===== config.mk =====
export PLATFORM = sky130hd
export DESIGN_NAME = rle_frame_writer
export DESIGN_NICKNAME = d
export VERILOG_FILES = /design/src/rtl/rle_frame_writer.sv
export SDC_FILE = /design/constraint.sdc
export NUM_CORES = 1
export LEC_CHECK = 0
export CAP_MARGIN = 5
export CORE_ASPECT_RATIO = 2
export CORE_MARGIN = 4
export CORE_UTILIZATION = 40
export CTS_CLUSTER_SIZE = 25
export DETAILED_ROUTE_END_ITERATION = 8
export SETUP_SLACK_MARGIN = 0.15
export SYNTH_ARGS = -nofsm -noshare
export SYNTH_HDL_FRONTEND = slang
export SYNTH_SLANG_ARGS = --single-unit

===== constraint.sdc =====
create_clock -name clk_write -period 2.4 [get_ports clk_write]
set_input_delay 0.48 -clock clk_write [delete_from_list [all_inputs] [get_ports clk_write]]
set_output_delay 0.48 -clock clk_write [all_outputs]
set_load 0.02 [all_outputs]

===== src/rtl/rle_frame_writer.sv =====
// rle_frame_writer
//   Expands a run-length-encoded 1-bit frame stream into single-pixel writes
//   for the frame BRAM write port, in raster order.
//
// Ports
//   clk_write     write-side clock (shared with the BRAM write port)
//   rst_n         asynchronous active-low reset
//   start         one-cycle pulse, begins a new frame at (0,0) when idle
//   in_data       token: [7] colour, [6:0] run length minus one
//   in_valid      token valid
//   in_ready      token accepted when in_valid && in_ready (combinational)
//   we            BRAM write enable
//   addr_write_x  column of the pixel being written
//   addr_write_y  row of the pixel being written
//   data_in       pixel value being written
//   busy          high from start acceptance until frame_done
//   frame_done    one-cycle pulse after the final pixel write
//   overrun       sticky: the stream supplied more pixels than one frame
module rle_frame_writer #(
    parameter int WIDTH  = 640,
    parameter int HEIGHT = 480,
    parameter int ADDRW  = $clog2(WIDTH)
) (
    input  logic             clk_write,
    input  logic             rst_n,
    input  logic             start,
    input  logic [7:0]       in_data,
    input  logic             in_valid,
    output logic             in_ready,
    output logic             we,
    output logic [ADDRW-1:0] addr_write_x,
    output logic [ADDRW-1:0] addr_write_y,
    output logic             data_in,
    output logic             busy,
    output logic             frame_done,
    output logic             overrun
);

    localparam logic [ADDRW-1:0] X_LAST = ADDRW'(WIDTH - 1);
    localparam logic [ADDRW-1:0] Y_LAST = ADDRW'(HEIGHT - 1);

    typedef enum logic [1:0] {
        IDLE,
        ACTIVE,
        DONE
    } state_t;

    state_t           state;
    state_t           state_nx;
    logic [ADDRW-1:0] cur_x;
    logic [ADDRW-1:0] cur_y;
    logic [7:0]       rem;
    logic             colour;
    logic             emit;
    logic             last;
    logic             accept;

    always_ff @(posedge clk_write or negedge rst_n) begin
        if (!rst_n) begin
            state <= IDLE;
        end else begin
            state <= state_nx;
        end
    end

    // A new token may be taken while the final pixel of the current run is
    // being written, so runs chain without a gap; never while the frame's
    // last pixel is going out, since nothing could consume it.
    always_comb begin
        state_nx = state;
        emit     = 1'b0;
        last     = (cur_x == X_LAST) && (cur_y == Y_LAST);
        in_ready = 1'b0;
        unique case (state)
            IDLE: begin
                if (start) state_nx = ACTIVE;
            end
            ACTIVE: begin
                emit     = (rem != 8'd0);
                in_ready = (rem == 8'd0) || ((rem == 8'd1) && !last);
                if (emit && last) state_nx = DONE;
            end
            DONE: begin
                state_nx = IDLE;
            end
            default: state_nx = IDLE;
        endcase
        accept = in_valid && in_ready;
    end

    always_ff @(posedge clk_write or negedge rst_n) begin
        if (!rst_n) begin
            cur_x        <= '0;
            cur_y        <= '0;
            rem          <= '0;
            colour       <= 1'b0;
            we           <= 1'b0;
            addr_write_x <= '0;
            addr_write_y <= '0;
            data_in      <= 1'b0;
            busy         <= 1'b0;
            frame_done   <= 1'b0;
            overrun      <= 1'b0;
        end else begin
            we         <= 1'b0;
            frame_done <= 1'b0;
            unique case (state)
                IDLE: begin
                    if (start) begin
                        cur_x   <= '0;
                        cur_y   <= '0;
                        rem     <= '0;
                        overrun <= 1'b0;
                        busy    <= 1'b1;
                    end
                end
                ACTIVE: begin
                    if (emit) begin
                        we           <= 1'b1;
                        addr_write_x <= cur_x;
                        addr_write_y <= cur_y;
                        data_in      <= colour;
                        if (cur_x == X_LAST) begin
                            cur_x <= '0;
                            cur_y <= last ? '0 : cur_y + ADDRW'(1);
                        end else begin
                            cur_x <= cur_x + ADDRW'(1);
                        end
                    end
                    if (accept) begin
                        colour <= in_data[7];
                        rem    <= {1'b0, in_data[6:0]} + 8'd1;
                    end else if (emit && last) begin
                        // Frame is full: anything left in the run is dropped.
                        rem <= '0;
                        if (rem > 8'd1) overrun <= 1'b1;
                    end else if (emit) begin
                        rem <= rem - 8'd1;
                    end
                end
                DONE: begin
                    frame_done <= 1'b1;
                    busy       <= 1'b0;
                    if (in_valid) overrun <= 1'b1;
                end
                default: ;
            endcase
        end
    end

endmodule


# ---- After elaboration in Yosys (flattened, before gate mapping)
# Index checks and enable logic that the tools add are counted.
dict set report op_classes {
  add_sub_neg 4
  magnitude_cmp 1
  eq_ne 14
  mux 29
  n_reduce_logical 21
}
# cell n
set ops {}
lappend ops {{$mux W10} 6}
lappend ops {{$pmux W10 S2} 2}
lappend ops {{$mux W8} 4}
lappend ops {{$add A10 B1 Y10 const B} 2}
lappend ops {{$ne A2 B2 Y1 const B} 8}
lappend ops {{$pmux W8 S2} 1}
lappend ops {{$mux W1} 11}
lappend ops {{$eq A10 B10 Y1 const B} 1}
lappend ops {{$eq A10 B9 Y1 const B} 1}
lappend ops {{$add A7 B1 Y8 const B} 1}
lappend ops {{$eq A8 B1 Y1 const B} 1}
lappend ops {{$gt A8 B1 Y1 const B} 1}
lappend ops {{$logic_not A8 Y1} 1}
lappend ops {{$reduce_and A2 Y1} 4}
lappend ops {{$reduce_bool A8 Y1} 1}
lappend ops {{$sub A8 B1 Y8 const B} 1}
lappend ops {{$reduce_and A3 Y1} 2}
lappend ops {{$reduce_and A6 Y1} 1}
lappend ops {{$logic_and A1 B1 Y1} 5}
lappend ops {{$mux W2} 2}
lappend ops {{$ne A4 B4 Y1 const B} 1}
lappend ops {{$pmux W2 S2} 1}
lappend ops {{$reduce_and A4 Y1} 1}
lappend ops {{$reduce_bool A2 Y1} 2}
lappend ops {{other kinds (8)} 8}
dict set report totals {
  ff_bits 56
  in_bits 12
  output_inout_bits 26
  elab_cells 81
}

# ---- Depth between registers and ports, before layout
# Gate-level depths: netlist (run 1).
dict set report depth {
  word_depth 9
  depth_mapped 10
  ltp_nobuf 7
}

# ---- Worst setup path after synthesis (run 1)
# OpenSTA, ideal clock, no wires.
dict set report synth_path {
  path_kind {reg-to-output}
  from {register cur_y[0]}
  to {output port in_ready}
  arrival_ns 1.696
  required_time_ns 1.920
  path_slack_ns 0.224
  stages_incl_launch_ff 8
  path_buffers 1
  cell_sequence {dfrtp_1 ha_1 nand4_1 nor4_4 nand2_1 buf_2 a21oi_1 nor2_1}
}
dict set report synth_between {
  elab_chain_len 6
}
# item line_no
set synth_lines {}
lappend synth_lines {{start: declaration} 51} ;# logic [ADDRW-1:0] cur_y;
lappend synth_lines {{start signal: assignment} 125} ;# cur_y <= last ? '0 : cur_y + ADDRW'(1);
lappend synth_lines {{$eq A10 B9 Y1} 72} ;# last = (cur_x == X_LAST) && (cur_y == Y_LAST);
lappend synth_lines {{$logic_and A1 B1 Y1} 72}
lappend synth_lines {{$logic_not A1 Y1} 80} ;# in_ready = (rem == 8'd0) || ((rem == 8'd1) && !last);
lappend synth_lines {{$logic_and A1 B1 Y1} 80}
lappend synth_lines {{$logic_or A1 B1 Y1} 80}
lappend synth_lines {{$mux W1} 74} ;# unique case (state)
lappend synth_lines {{end: declaration} 29} ;# output logic in_ready,
# Every way passes these cells.

# ---- Worst setup path after layout (run 1)
# Same ends and word-level chain as after synthesis.

==> parameters.txt, run 1 <==
Parameter                              Value

GRT
  Remaining Overflow, GRT    0
  Number of global-route vias before repair    2578
  Maximum number of pins on one net before global-route repair    57
  Wire length of the first global-routing pass    11.9 mm
  All-Layer GR Usage    16.3%
  Initial antenna violation count    0

Finish
  Layout overhead on the synthesized area    27.6%
  NumNets Final    383
  Number of filler cells placed in the layout    677
  Area occupied by multi-input gates    0.00150 mm^2
  Register area    0.00140 mm^2
  Fraction of layout instances using a drive strength above 1    22.1%
  Most common library cell in the layout ignoring fill and taps    sky130_fd_sc_hd__dfrtp_1
  Inserted Diodes    0
  Top library cells by usage in the layout, fill and taps aside    sky130_fd_sc_hd__dfrtp_1, sky130_fd_sc_hd__clkdlybuf4s50_1, sky130_fd_sc_hd__buf_4, sky130_fd_sc_hd__nand2_1, sky130_fd_sc_hd__nand3_1

Timing
  Worst Slack Setup Final    0.166 ns
  Final hold violation count    0
  Setup violators final    0
  Final slew viol count    0
  Setup repair after global routing missed its margin    yes
  Slew of the pin with the lowest slew margin    0.716 ns
  Final min period    2.23 ns
  Maximum clock frequency    0.448 GHz
  Worst clock skew    0.0102 ns
  Share of the clock period used by the worst path after layout    93.1%
  Worst Hold Slack    0.318 ns
  Accumulated negative setup slack    0 ns
  Slew headroom    52.3%

Route
  Via count    2487
  Initial DRC Count    98
  Post-DR vias/cell    5.48
  Routed WL per cell    15.5 um
  Antenna violation net count after detailed routing    0
  1st-pass router iterations    4
  Drt drc    0
  Routed wire length    7.04 mm

Clocking
  Buffer type at the clock tree root    sky130_fd_sc_hd__clkbuf_16
  CTS clock-pin slew for the worst setup and hold paths    0.07 ns
  Sink Count    56
  Total number of H-tree levels    2
  Skew-Pair Late Insertion Delay    0.29 ns
  Clock tree from TritonCTS    done
  TritonCTS buffer count    5
  Post-CTS Hold Buffers    0
  Maximum buffer depth of the clock tree    2

Synth
  Sequential cell area fraction in the yosys report    46.5%
  Async set-reset flop share out of synthesis    100%
  Cell types occupying the most area after synthesis    sky130_fd_sc_hd__dfrtp_1, sky130_fd_sc_hd__mux2_2, sky130_fd_sc_hd__ha_1
  Gate count of the mapped netlist    296
  Avg Inst Size Synth    10.2 um^2
  EDFF count, synth    0
  Post-synth top flop    sky130_fd_sc_hd__dfrtp_1
  Top-area cell type share of the netlist area    46.5%
  Number of nets produced by synthesis    318
  Leading area contributor after synthesis    sky130_fd_sc_hd__dfrtp_1
  Number of warnings issued by yosys    0
  Count of state elements after synthesis    56
  Number of different library cells in the post-synthesis netlist    58
  Total standard cell area after synthesis    0.00301 mm^2

Place
  Post-detail-place hpwl    5.32 mm
  Placer congestion estimate    0.808
  IO buf count    37
  Post-placement setup slack    0.0428 ns

Floorplan
  Ports    38
  Die outline width    69.4 um
  Starting density of the core    41.2%
  Row count    44
  Total Die Area    0.00907 mm^2
  Die Ht    131 um
  Standard cell core area    0.00732 mm^2

Status
  Status    completed

Setup path
  Startpoint type of the worst setup path    register
  Kind of capture point of the worst setup path    primary output
  Critical Path Fanout Max    2
  Depth of the worst register-to-register path    8
  Critical path class    register to primary output
  Worst path arrival time    1.75 ns
  Worst EP required    1.92 ns

Hold path
  Class of the tightest hold or removal check    input pin to asynchronous set/reset pin

Power and ir drop
  Static power due to leakage    1.68 nW
  Total power divided by cell area    931 mW/mm^2
  Worst vdd ir    0.650 mV

Flow run
  Max-Cap Viols    0
-- report_power, final --
group / internal (W) / leakage, nW / switching (W) / total [W]
clock network: 0.000416 / 0.0701 / 0.000320 / 0.000737
logic: 0.000708 / 0.858 / 0.000940 / 0.00165
registers: 0.00108 / 0.756 / 0.000114 / 0.00119
total: 0.00220 / 1.68 / 0.00137 / 0.00358
-- metrics by stage --
| stage | area, um^2 | util, % | cells | power (W) |
|---|---|---|---|---|
| 3_5_place_dp | 3640 | 49.7 | 441 | 0.00284 |
| 5_1_grt | 3850 | 52.5 | 454 | 0.00381 |
| 2_1_floorplan | 3010 | - | 296 | 0.00230 |
| 3_3_place_gp | 3640 | 49.7 | 441 | 0.00282 |
| 4_1_cts | 3820 | 52.2 | 452 | 0.00359 |
| 6_report | 3850 | 52.5 | 454 | 0.00358 |
-- metal layers --
metal  GRT usage, %  vias up  share of wire [%]
met2           32.8       48                 58
met5              0        -                  0
met4           8.75        0                3.4
li1               -     1198                  -
met1           15.8     1224                 36
met3           1.76       17                2.5
-- cell type report --
type / count / share of cell area, %
clock buffers: 7 / 3.71
clock inverters: 1 / 0.195
inverters: 17 / 1.66
multi-input cells: 212 / 38.9
flip-flops and latches: 56 / 36.4
well taps: 92 / 2.99
repair buffers: 69 / 16.1
-- synth_stat cells (2+ instances only) --
master                     count
sky130_fd_sc_hd__dfrtp_1      56
sky130_fd_sc_hd__nand2_1      26
sky130_fd_sc_hd__nand3_1      20
sky130_fd_sc_hd__mux2_2       19
sky130_fd_sc_hd__inv_1        17
sky130_fd_sc_hd__nor2_1       17
sky130_fd_sc_hd__o21ai_0      17
sky130_fd_sc_hd__a21oi_1      14
sky130_fd_sc_hd__ha_1         10
sky130_fd_sc_hd__nor3_1        8
sky130_fd_sc_hd__xnor2_1       6
sky130_fd_sc_hd__xor2_1        6
sky130_fd_sc_hd__a31oi_1       5
sky130_fd_sc_hd__nand4_1       5
sky130_fd_sc_hd__o211ai_1      5
sky130_fd_sc_hd__o221ai_1      4
sky130_fd_sc_hd__buf_2         3
sky130_fd_sc_hd__buf_4         3
sky130_fd_sc_hd__clkbuf_1      3
sky130_fd_sc_hd__mux2i_1       3
sky130_fd_sc_hd__or3_1         3
sky130_fd_sc_hd__a311oi_1      2
sky130_fd_sc_hd__and3_1        2
sky130_fd_sc_hd__buf_6         2
sky130_fd_sc_hd__nand2b_1      2
sky130_fd_sc_hd__nor2b_1       2
sky130_fd_sc_hd__nor4_4        2
sky130_fd_sc_hd__o22ai_1       2
sky130_fd_sc_hd__or3_2         2
sky130_fd_sc_hd__or4_1         2
-- registers in the layout, indices dropped and copies added, names as in the netlist, 2 cells and up --
register and flops:
addr_write_x 10, state 2, cur_y 10, cur_x 10
addr_write_y 10, rem 8
-- worst paths after layout --
kind,start,end,slack (ns)
hold reg to reg,addr_write_y[5]$_DFFE_PN0P_,addr_write_y[5]$_DFFE_PN0P_,0.48
setup / recovery,cur_y[0]$_DFFE_PN0P_,in_ready,0.17
max in group asynchronous,rst_n,we$_DFF_PN0_,1.59
hold / removal,rst_n,busy$_DFFE_PN0P_,0.32
min in group clk_write,addr_write_y[5]$_DFFE_PN0P_,addr_write_y[5]$_DFFE_PN0P_,0.48
setup reg to reg,state[1]$_DFFE_PN0P_,rem[6]$_DFFE_PN0P_,0.25
-- cells by family (layout without fill, tap and decap cells) --
| kind of cell | after synthesis | after routing | synth area share, % |
|---|---|---|---|
| buf+inv | 29 | 94 | 4.73 |
| flops | 56 | 56 | 46.5 |
| compound gates | 64 | 65 | 14.1 |
| fa+ha+maj | 10 | 10 | 4.15 |
| mux | 22 | 22 | 8.09 |
| xor+xnor | 12 | 12 | 3.49 |
| simple gates | 103 | 103 | 18.9 |
-- what timing repair did --
action	in CTS	in global routing
cloned	0	1
gates resized for setup	4	1
pin swaps	1	0
buffers inserted	3	1
setup endpoints to repair	1	7
-- worst max-delay path, stage by stage, from the launching register on --
cell                              delay, ns
sky130_fd_sc_hd__dfrtp_1               0.35
sky130_fd_sc_hd__ha_1                  0.18
sky130_fd_sc_hd__nand4_1               0.18
sky130_fd_sc_hd__nor4_4                0.20
sky130_fd_sc_hd__nand2_1               0.11
sky130_fd_sc_hd__a21oi_1               0.15
sky130_fd_sc_hd__nor2_1                0.05
sky130_fd_sc_hd__clkdlybuf4s15_2       0.25
(Power assumes the default switching activity.)
==> inputs of run 2 (changes only) <==
--- a/config.mk
+++ b/config.mk
@@ -11,6 +11,7 @@
 export CORE_UTILIZATION = 40
 export CTS_CLUSTER_SIZE = 25
 export DETAILED_ROUTE_END_ITERATION = 8
+export DONT_BUFFER_PORTS = 1
 export SETUP_SLACK_MARGIN = 0.15
 export SYNTH_ARGS = -nofsm -noshare
 export SYNTH_HDL_FRONTEND = slang
==> run 2 against run 1 <==
Power shrank 3.2%. Final cell count shrank 11%. Wire length shrank 5.4%. Critical endpoint unchanged. Largest power group unchanged. Via count shrank 10%. Critical path type unchanged. Combinational power shrank 10%. Register-to-register slack gained 0.03 ns. Flip-flop and latch count is the same. Core utilization shrank 5.7 points. Highest routed layer unchanged. First-iteration DRC count grew 34%. Die area is the same.
==> parameters.txt, run 2 (synthesis gave the netlist of run 1 again) <==
Parameter                              Value

Setup path
  CP endpoint    in_ready
  Startpoint type of the worst setup path    register
  Worst path arrival time    1.68 ns
  Critical Path Fanout Max    4
  Critical path class    register to primary output
  Register-to-register setup slack    0.28 ns
  Reg2Reg Launch Point    rem[0]$_DFFE_PN0P_
  Worst EP required    1.92 ns
  Slowest cell on crit path    sky130_fd_sc_hd__dfrtp_2
  Worst stage delay on the critical path    0.39 ns
  Cell class contributing the biggest share of worst-path delay    simple AND/OR/NAND/NOR gates
  End of the worst register-to-register path    cur_y[8]$_DFFE_PN0P_
  Critical path depth    6
  Cell Chain, Critical Path    ha_4 > nand4_1 > nor4_4 > nand2_2 > a21oi_2 > nor2_4
  Bufs and invs on worst path    0
  Crit path from    cur_y[0]$_DFFE_PN0P_
  Depth of the worst register-to-register path    7
  Kind of capture point of the worst setup path    primary output

Finish
  Fraction of layout instances using a drive strength above 1    22.4%
  Register area    0.00140 mm^2
  Final Instance Count excl. Fillers    405
  Most common library cell in the layout ignoring fill and taps    sky130_fd_sc_hd__dfrtp_1
  Top library cells by usage in the layout, fill and taps aside    sky130_fd_sc_hd__dfrtp_1, sky130_fd_sc_hd__nand2_1, sky130_fd_sc_hd__nand3_1, sky130_fd_sc_hd__mux2_2, sky130_fd_sc_hd__buf_4
  Area occupied by multi-input gates    0.00151 mm^2
  Inserted Diodes    0
  Number of filler cells placed in the layout    695
  Layout overhead on the synthesized area    13.8%
  NumNets Final    334
  Summed area of non-filler cells in the final layout    0.00343 mm^2

Timing
  Share of the clock period used by the worst path after layout    90.1%
  Slew of the pin with the lowest slew margin    0.403 ns
  Worst Hold Slack    0.0331 ns
  Accumulated negative setup slack    0 ns
  Setup repair after global routing missed its margin    no
  Final hold violation count    0
  Slew headroom    72.3%
  Final slew viol count    0
  Final min period    2.16 ns
  Maximum clock frequency    0.463 GHz
  Worst clock skew    0.00779 ns
  Setup violators final    0

Flow run
  Max-Cap Viols    0

Clocking
  Clock tree from TritonCTS    done
  CTS clock-pin slew for the worst setup and hold paths    0.07 ns
  Total number of H-tree levels    2
  TritonCTS buffer count    5
  Maximum buffer depth of the clock tree    2
  Buffer type at the clock tree root    sky130_fd_sc_hd__clkbuf_16
  Sink Count    56
  Skew-Pair Late Insertion Delay    0.29 ns

Route
  Via count    2226
  Routed wire length    6.66 mm
  Routed WL per cell    16.4 um
  Drt drc    0
  1st-pass router iterations    4
  Antenna violation net count after detailed routing    0
  Initial DRC Count    131
  Post-DR vias/cell    5.50

Power and ir drop
  Worst vdd ir    0.623 mV
  Cell Int Power    0.00212 W
  Proportion of power drawn by the clock network    21.2%
  Overall power    0.00346 W
  Psw    0.00134 W
  Relative contribution of sequential cells to total power    36.1%
  Net switching share of the total power    38.8%
  Static power due to leakage    1.49 nW
  Total power divided by cell area    1010 mW/mm^2
  Combinational cell fraction of total power    42.7%

GRT
  Remaining Overflow, GRT    0
  Number of global-route vias before repair    2348
  Maximum number of pins on one net before global-route repair    57
  All-Layer GR Usage    15.6%
  Initial antenna violation count    0
  Wire length of the first global-routing pass    11.3 mm

Place
  Cells after DPL    392
  Post-detail-place hpwl    4.97 mm
  Cell area after placement    0.00318 mm^2
  Placer congestion estimate    0.823
  IO buf count    0

Hold path
  Class of the tightest hold or removal check    input pin to asynchronous set/reset pin

Floorplan
  Standard cell core area    0.00732 mm^2
  Die Ht    131 um
  Starting density of the core    41.2%
  Die outline width    69.4 um
  Total Die Area    0.00907 mm^2
  Row count    44
  Ports    38

Status
  Status    completed
## run 2: cell types whose count changed in the layout (fill, tap and decap cells not counted), sizes merged
| cell | change |
|---|---|
| clkdlybuf4s15 | -1 |
| clkdlybuf4s50 | -35 |
| clkinvlp | -1 |
| a21boi | -1 |
| buf | -12 |
| clkbuf | +1 |
## run 2: stage by stage
step / util, % / worst slack [ns]
after global placement: 43.5 / 0.243
after CTS: 46.2 / 0.174
final: 46.9 / 0.238
after global routing: 46.9 / 0.152
after floorplan: - / 0.224
after detailed placement: 43.5 / 0.195
## run 2: area by class of cell
| type | instances | area share (%) |
|---|---|---|
| multi-input cells | 211 | 44.1 |
| clock buffers | 8 | 4.27 |
| well taps | 92 | 3.36 |
| inverters | 17 | 1.86 |
| repair buffers | 21 | 5.54 |
| flip-flops and latches | 56 | 40.9 |
## run 2: timing repair
action | 4_1_cts | 5_1_grt
resized for setup | 3 | 7
setup buffers | 3 | 1
hold endpoints to repair | 56 | 0
endpoints found under the setup margin | 1 | 6
pin swaps | 2 | 4
hold buffers | 1 | 0
## run 2: metal layers
layer,track usage [%],part of all wire (%),vias up
met5,0,0,-
met4,6.10,1.6,0
met3,3.06,3.7,6
met2,30.3,57,37
met1,16.2,37,1090
li1,-,-,1093
## run 2: how the worst min path moves through the flow
stage	start	to	slack [ns]
CTS	rst_n	data_in$_DFFE_PN0P_	0.05
finish	rst_n	data_in$_DFFE_PN0P_	0.03
detailed placement	rst_n	busy$_DFFE_PN0P_	0.19
global placement	rst_n	busy$_DFFE_PN0P_	0.19
floorplan	rst_n	addr_write_x[0]$_DFFE_PN0P_	0.18
global route	rst_n	data_in$_DFFE_PN0P_	0.05
## run 2: power groups by stage
stage | logic, W | clock network (W) | registers, W
finish | 0.00148 | 0.000735 | 0.00125
global route | 0.00165 | 0.000792 | 0.00127
CTS | 0.00146 | 0.000758 | 0.00126
detailed placement | 0.00143 | 0 | 0.00127
global placement | 0.00141 | 0 | 0.00127
floorplan | 0.00105 | 0 | 0.00125
